===== src/rtl/memwb_pipe.sv =====
// ---------------------------------------------------------------------------
// memwb_pipe
//
// MEM/WB pipeline register for the MIPS datapath. Carries the writeback
// control and data fields from the data-memory stage to the register-file
// writeback through DEPTH register stages. It has these features:
//   - stall (hold) and flush (bubble) control
//   - a valid bit for each entry
//   - the final writeback-data mux
//   - suppression of writes to $zero
//   - a retired-instruction counter
//
// Parameters:
//   DATA_W  width of ReadData / ALUResult / WriteData
//   REG_W   register-address width
//   DEPTH   number of register stages, legal range 1..4
//   CNT_W   retired-counter width (wraps, no saturation)
//
// Ports:
//   clk, reset      rising-edge clock, synchronous active-high reset
//   MEM_Valid       MEM-side entry holds a real instruction
//   MEM_Stall       freeze every stage
//   MEM_Flush       turn every stage into a bubble (wins over stall)
//   MEM_MemtoReg    select memory data for writeback
//   MEM_RegWrite    instruction writes the register file
//   MEM_RegDst      destination register
//   MEM_ReadData    data-memory read value
//   MEM_ALUResult   ALU result
//   WB_Valid        last stage holds a real instruction
//   WB_MemtoReg     registered MemtoReg of the last stage
//   WB_RegWrite     write enable, qualified by valid and RegDst != 0
//   WB_RegDst       registered destination
//   WB_ReadData     registered read data
//   WB_ALUResult    registered ALU result
//   WB_WriteData    WB_MemtoReg ? WB_ReadData : WB_ALUResult
//   WB_Retired      count of retired instructions
//
// Flow control: there is no ready signal. An entry moves one stage on each
// edge where MEM_Stall=0 and MEM_Flush=0. MEM_Valid marks whether the
// captured entry is real or a bubble. Bubbles move like any other entry.
// A stall holds every stage. A flush clears the valid and control bits of
// every stage and does not capture the input.
// ---------------------------------------------------------------------------
module memwb_pipe #(
    parameter int DATA_W = 32,
    parameter int REG_W  = 5,
    parameter int DEPTH  = 1,
    parameter int CNT_W  = 32
) (
    input  logic              clk,
    input  logic              reset,
    input  logic              MEM_Valid,
    input  logic              MEM_Stall,
    input  logic              MEM_Flush,
    input  logic              MEM_MemtoReg,
    input  logic              MEM_RegWrite,
    input  logic [REG_W-1:0]  MEM_RegDst,
    input  logic [DATA_W-1:0] MEM_ReadData,
    input  logic [DATA_W-1:0] MEM_ALUResult,
    output logic              WB_Valid,
    output logic              WB_MemtoReg,
    output logic              WB_RegWrite,
    output logic [REG_W-1:0]  WB_RegDst,
    output logic [DATA_W-1:0] WB_ReadData,
    output logic [DATA_W-1:0] WB_ALUResult,
    output logic [DATA_W-1:0] WB_WriteData,
    output logic [CNT_W-1:0]  WB_Retired
);

    if (DEPTH < 1 || DEPTH > 4) begin : g_bad_depth
        $error("memwb_pipe: DEPTH must be in the range 1..4");
    end

    typedef struct packed {
        logic              valid;
        logic              memtoreg;
        logic              regwrite;
        logic [REG_W-1:0]  regdst;
        logic [DATA_W-1:0] readdata;
        logic [DATA_W-1:0] aluresult;
    } entry_t;

    entry_t             stage_q [DEPTH];
    entry_t             stage_d [DEPTH];
    entry_t             wb;
    logic [CNT_W-1:0]   retired_q;
    logic [CNT_W-1:0]   retired_d;
    logic               retire;

    assign wb = stage_q[DEPTH-1];

    always_comb begin
        stage_d = stage_q;
        if (MEM_Flush) begin
            // RegDst and the data fields keep their old values. Only the
            // fields that could cause a commit are cleared.
            for (int i = 0; i < DEPTH; i++) begin
                stage_d[i].valid    = 1'b0;
                stage_d[i].memtoreg = 1'b0;
                stage_d[i].regwrite = 1'b0;
            end
        end else if (!MEM_Stall) begin
            stage_d[0].valid     = MEM_Valid;
            stage_d[0].memtoreg  = MEM_MemtoReg;
            stage_d[0].regwrite  = MEM_RegWrite;
            stage_d[0].regdst    = MEM_RegDst;
            stage_d[0].readdata  = MEM_ReadData;
            stage_d[0].aluresult = MEM_ALUResult;
            for (int i = 1; i < DEPTH; i++) begin
                stage_d[i] = stage_q[i-1];
            end
        end
    end

    // The WB entry is the oldest one in flight, so it commits even when a
    // flush arrives on the same edge. A stall on its own holds it in place.
    assign retire    = wb.valid & (MEM_Flush | ~MEM_Stall);
    assign retired_d = retired_q + CNT_W'(retire);

    always_ff @(posedge clk) begin
        if (reset) begin
            for (int i = 0; i < DEPTH; i++) begin
                stage_q[i] <= '0;
            end
            retired_q <= '0;
        end else begin
            for (int i = 0; i < DEPTH; i++) begin
                stage_q[i] <= stage_d[i];
            end
            retired_q <= retired_d;
        end
    end

    assign WB_Valid     = wb.valid;
    assign WB_MemtoReg  = wb.memtoreg;
    assign WB_RegWrite  = wb.regwrite & wb.valid & (wb.regdst != '0);
    assign WB_RegDst    = wb.regdst;
    assign WB_ReadData  = wb.readdata;
    assign WB_ALUResult = wb.aluresult;
    assign WB_WriteData = wb.memtoreg ? wb.readdata : wb.aluresult;
    assign WB_Retired   = retired_q;

endmodule


===== config.mk =====
export PLATFORM = sky130hd
export DESIGN_NAME = memwb_pipe
export DESIGN_NICKNAME = d
export VERILOG_FILES = /design/src/rtl/memwb_pipe.sv
export SDC_FILE = /design/constraint.sdc
export NUM_CORES = 1
export LEC_CHECK = 0
export ABC_AREA = 1
export CAP_MARGIN = 0
export CORE_MARGIN = 8
export CORE_UTILIZATION = 47
export DETAILED_ROUTE_END_ITERATION = 12
export PLACE_DENSITY_LB_ADDON = 0.08
export SLEW_MARGIN = 20
export SYNTH_ARGS = -nofsm -noshare
export SYNTH_HDL_FRONTEND = slang
export SYNTH_SLANG_ARGS = --single-unit

===== constraint.sdc =====
create_clock -name clk -period 3.2 [get_ports clk]
set_input_delay 0.48 -clock clk [delete_from_list [all_inputs] [get_ports clk]]
set_output_delay 0.48 -clock clk [all_outputs]
set_load 0.02 [all_outputs]

# == Word level (Yosys, flattened, before mapping) ==
# Index checks and enable logic that the tools add are counted.
# totals
mem_bits_ro,0
mem_count,0
regBits,104
wordCells,18
in_bits,76
out_inout_bits,136
mem_bits_rw,0
latch_bits,0
# op_classes
add_sub_neg,1
shift,0
order_cmp,0
reduce_logical,3
bitwise,6
n_mux,1
div_mod_pow,0
eq_ne,0
multipliers,0
# op_table
operator,n
32-bit by 1-bit adder with 32-bit output,1
32-bit 2-to-1 mux,1
5-bit nonzero test,1
1-bit bitwise AND,3
1-bit NOT,2
2-bit AND reduction,1
2-bit OR reduction,1
1-bit OR,1

# == Longest topological paths before layout ==
# logic_depth
ltp_word,4
ltp_mapped,11
mapped_depth_nobuf,11

# == Worst setup path before layout ==
# OpenSTA, ideal clock, no wires.
# synth_timing
kind,input-to-reg
start,in MEM_Stall
end,"reg retired_q[20], in the netlist WB_Retired[20]"
setup_slack_ns,1.434
required_ns,3.085
path_buffers,0
path_stages,11
setup_ns,0.115
arrival_time_ns,1.651
path_cell_list,inv_1 -> o21a_1 -> ha_1 -> ha_1 -> nand2_1 -> nor2_2 -> nand2_4 -> nor2_4 -> nand3_1 -> nand2_1 -> nor2_1
# synth_between
elab_chain_len,4
# synth_lines
element,line_no,text
"start, declared",53,"input logic MEM_Stall,"
1-bit NOT (no line),n/a,
1-bit OR,117,assign retire = wb.valid & (MEM_Flush | ~MEM_Stall);
1-bit bitwise AND,117,
32-bit by 1-bit adder with 32-bit output,118,assign retired_d = retired_q + CNT_W'(retire);
"end signal, assigned",130,retired_q <= retired_d;
"end, declared",86,logic [CNT_W-1:0] retired_q;
# No other way between the ends.
# A chain may end at the register's enable or synchronous reset.

# == Worst setup path after layout ==
# layout_timing
start,"reg stage_q, in the netlist WB_MemtoReg"
end,out WB_WriteData[29]
# layout_between
elab_chain_len,1
# layout_lines
element,line_no,text
"start, declared",83,entry_t stage_q [DEPTH];
"start signal, assigned by index",128,stage_q[i] <= stage_d[i];
32-bit 2-to-1 mux,140,assign WB_WriteData = wb.memtoreg ? wb.readdata : wb.aluresult;
"end, declared",66,"output logic [DATA_W-1:0] WB_WriteData,"
# No other way between the ends.

==> impl_metrics.py <==
metrics = {
    "clock_tree": {
        "clkSinkCount": 104,
        "cts_setup_buffers": 0,
        "path_clk_slew_ps": 100,
        "cts_tree": "built",
        "numCtsBuffers": 9,
        "cts_resized": 0,
        "clk_latency_ps": 370,
        "root_buffer": "clkbuf_8",
        "cts_hold_buf": 0,
        "cts_htree_levels": 3,
        "clk_path_buf_depth": 2,
    },
    "synthesis": {
        "synth_nets": 826,
        "yosys.area.top_type_share_pct": 40.72,
        "synthCells": 747,
        "yosysWarnings": 0,
        "avgSynthCellArea_sq_um": 6.844,
        "syn-cell-area_sq_mm": 0.005112,
        "yosysTopAreaCell": "dfxtp_1",
        "ys_top_cells_by_area": "dfxtp_1 41%, nor2_1 15%, nand2_1 12%",
        "yosys_register_bits": 104,
        "synth.distinct_cells": 28,
        "synth-seq-area-share_pct": 40.72,
    },
    "finish": {
        "nNetsFinal": 955,
        "fillers": 979,
        "diodes": 0,
        "drive_gt1_share_pct": 5.448,
        "layout_common_cells": "211 x clkdlybuf4s50_1, 210 x nor2_1, 162 x nand2_1, 104 x dfxtp_1, 75 x o21ai_0",
        "final_common_cell": "clkdlybuf4s50_1",
        "area_growth_pct": 36.49,
    },
    "worst_setup_path": {
        "rrSetupSlack_ps": 1400,
        "critPathLaunch": "WB_MemtoReg$_SDFFE_PP0N_",
        "r2r_cells": 10,
        "worstSetupPathType": "reg -> out",
        "cp_max_fo": 31,
        "startpoint_type": "register",
        "r2r-end": "WB_Retired[20]$_SDFF_PP0_",
        "cp-end-kind": "output pin",
        "r2r-start": "WB_Valid$_SDFFE_PP0N_",
        "cp-endpoint": "WB_WriteData[29]",
        "worst_ep_required_time_ps": 2720,
        "crit_arrival_ps": 2010,
    },
    "route": {
        "post-route-drc-count": 0,
        "avgRoutedWirePerCell_microns": 16.22,
        "antenna_left": 0,
        "vias": 5114,
        "dr.pass1.iters": 7,
        "wl_microns": 16560,
        "viasPerCell": 5.009,
        "drt_iter0_drc": 338,
    },
    "grt": {
        "grt_max_degree": 70,
        "grt_use_total_pct": 22.82,
        "antenna_found_initial": 0,
        "grt_pass1_wl_microns": 26570,
        "grt_pass1_vias": 5101,
        "grt_overflow": 0,
    },
    "sta": {
        "fmax_mhz": 401.3,
        "setup_slack_ps": 708.0,
        "finalCritPeriodShare_pct": 77.88,
        "period_needed_ps": 2492,
        "tns_ps": 0,
        "setup_viol": 0,
        "slew_viol_final": 0,
        "max_slew.worst_pin.slew_ps": 651.3,
        "maxSlewHeadroom_pct": 56.52,
        "finalHoldViolCount": 0,
        "rsz0062_at_grt": "no",
        "fin_skew_ps": 9.573,
    },
    "floorplan": {
        "coreArea_sq_mm": 0.01075,
        "die_y_microns": 120.3,
        "rows": 38,
        "start_util_pct": 47.58,
        "ios": 212,
        "dieArea_sq_mm": 0.01447,
        "die_w_microns": 120.3,
    },
    "placement": {
        "io_buffers": 211,
        "dpl_worst_slack_ps": 680.0,
        "dp_hpwl_microns": 12380,
        "place.gp.congestion": 0.8833,
    },
    "run": {
        "cap_violations": 0,
    },
    "min_path": {
        "hold_path.class": "reg -> reg",
    },
    "power_and_ir_drop": {
        "p_leak_nw": 2.822,
        "max-vdd-ir-drop_mv": 0.2235,
        "power_density_mw_per_mm2": 392.0,
    },
    "outcome": {
        "run_status": "complete, no violations",
    },
}
## cells in the mapped netlist, drive strengths merged
master and n:
nand3b 1, and2 3, clkbuf 19, ha 3, nand2 170, a21o 1, inv 20, a21oi 18
o21ai 76, o21a 2, or2 1, nor2 225, xor2 3, and3 1, nor3 2, buf 81
xnor2 1, dfxtp 104, nand3 16
## per-stage QoR
| step | area [sq um] | power, mW | utilization, % | cells | hold WS, ps |
|---|---|---|---|---|---|
| after CTS | 6978 | 2.759 | 64.94 | 1021 | 536.5 |
| after global placement | 6798 | 1.991 | 63.26 | 1005 | 506.9 |
| after global routing | 6978 | 2.867 | 64.94 | 1021 | 554.3 |
| after floorplan | 5112 | 1.748 | - | 747 | 474.9 |
| final | 6978 | 2.736 | 64.94 | 1021 | 528.4 |
| after detailed placement | 6798 | 1.997 | 63.26 | 1005 | 521.2 |
## layout make-up
type,instances,area (sq um),share of cell area [%]
clock buffers,9,123.9,1.775
clock inverters,7,56.30,0.8069
inverters,20,75.07,1.076
multi-input cells,523,2288,32.80
flip-flops and latches,104,2082,29.84
well taps,140,175.2,2.510
repair buffers,218,2177,31.20
## state kept, by name (all words and copies together), names as in the netlist
register / count
WB_ReadData: 32
stage_q: 1
WB_MemtoReg: 1
WB_Retired: 32
WB_RegDst: 5
WB_Valid: 1
WB_ALUResult: 32
## power breakdown
group	internal, mW	leakage (nW)	switching, mW
Combinational	0.276	1.89	0.288
Clock	0.288	0.0781	0.481
Sequential	1.35	0.852	0.0478
## routing by layer
layer	vias up	part of all wire (%)	GRT usage (%)
met4	0	2.5	8.977
met3	30	9.7	8.485
li1	2525	-	-
met5	-	0	0
met2	198	50	40.87
met1	2361	37	23.79
## worst max-delay path, cell delays in order, from the launching register on
cell	delay, ps
dfxtp_1	320
inv_1	110
buf_4	380
nand2_1	130
nand2_1	90
clkdlybuf4s50_1	620
## logic make-up (layout without fill, tap and decap cells)
kind of cell / Yosys count / after routing / share of synthesized area, %
AOI/OAI and AO/OA: 97 / 97 / 9.643
and+or+nand+nor: 419 / 419 / 33.70
xor gates and xnor gates: 4 / 4 / 0.6854
buffers and inverters: 120 / 254 / 14.51
adders and majority gates: 3 / 3 / 0.7343
DFF: 104 / 104 / 40.72
## worst min-delay path by stage
stage	start	end	slack [ps]	cells past startpoint
6_report	WB_Retired[2]$_SDFF_PP0_	WB_Retired[2]$_SDFF_PP0_	530	2
2_1_floorplan	stage_q[69]$_SDFFE_PP0N_	stage_q[69]$_SDFFE_PP0N_	470	2
3_5_place_dp	WB_Retired[10]$_SDFF_PP0_	WB_Retired[10]$_SDFF_PP0_	520	2
4_1_cts	WB_Retired[10]$_SDFF_PP0_	WB_Retired[10]$_SDFF_PP0_	540	2
3_3_place_gp	WB_Retired[10]$_SDFF_PP0_	WB_Retired[10]$_SDFF_PP0_	510	2
5_1_grt	WB_Retired[10]$_SDFF_PP0_	WB_Retired[10]$_SDFF_PP0_	550	2
No activity file was read; power rests on OpenSTA's default activity.
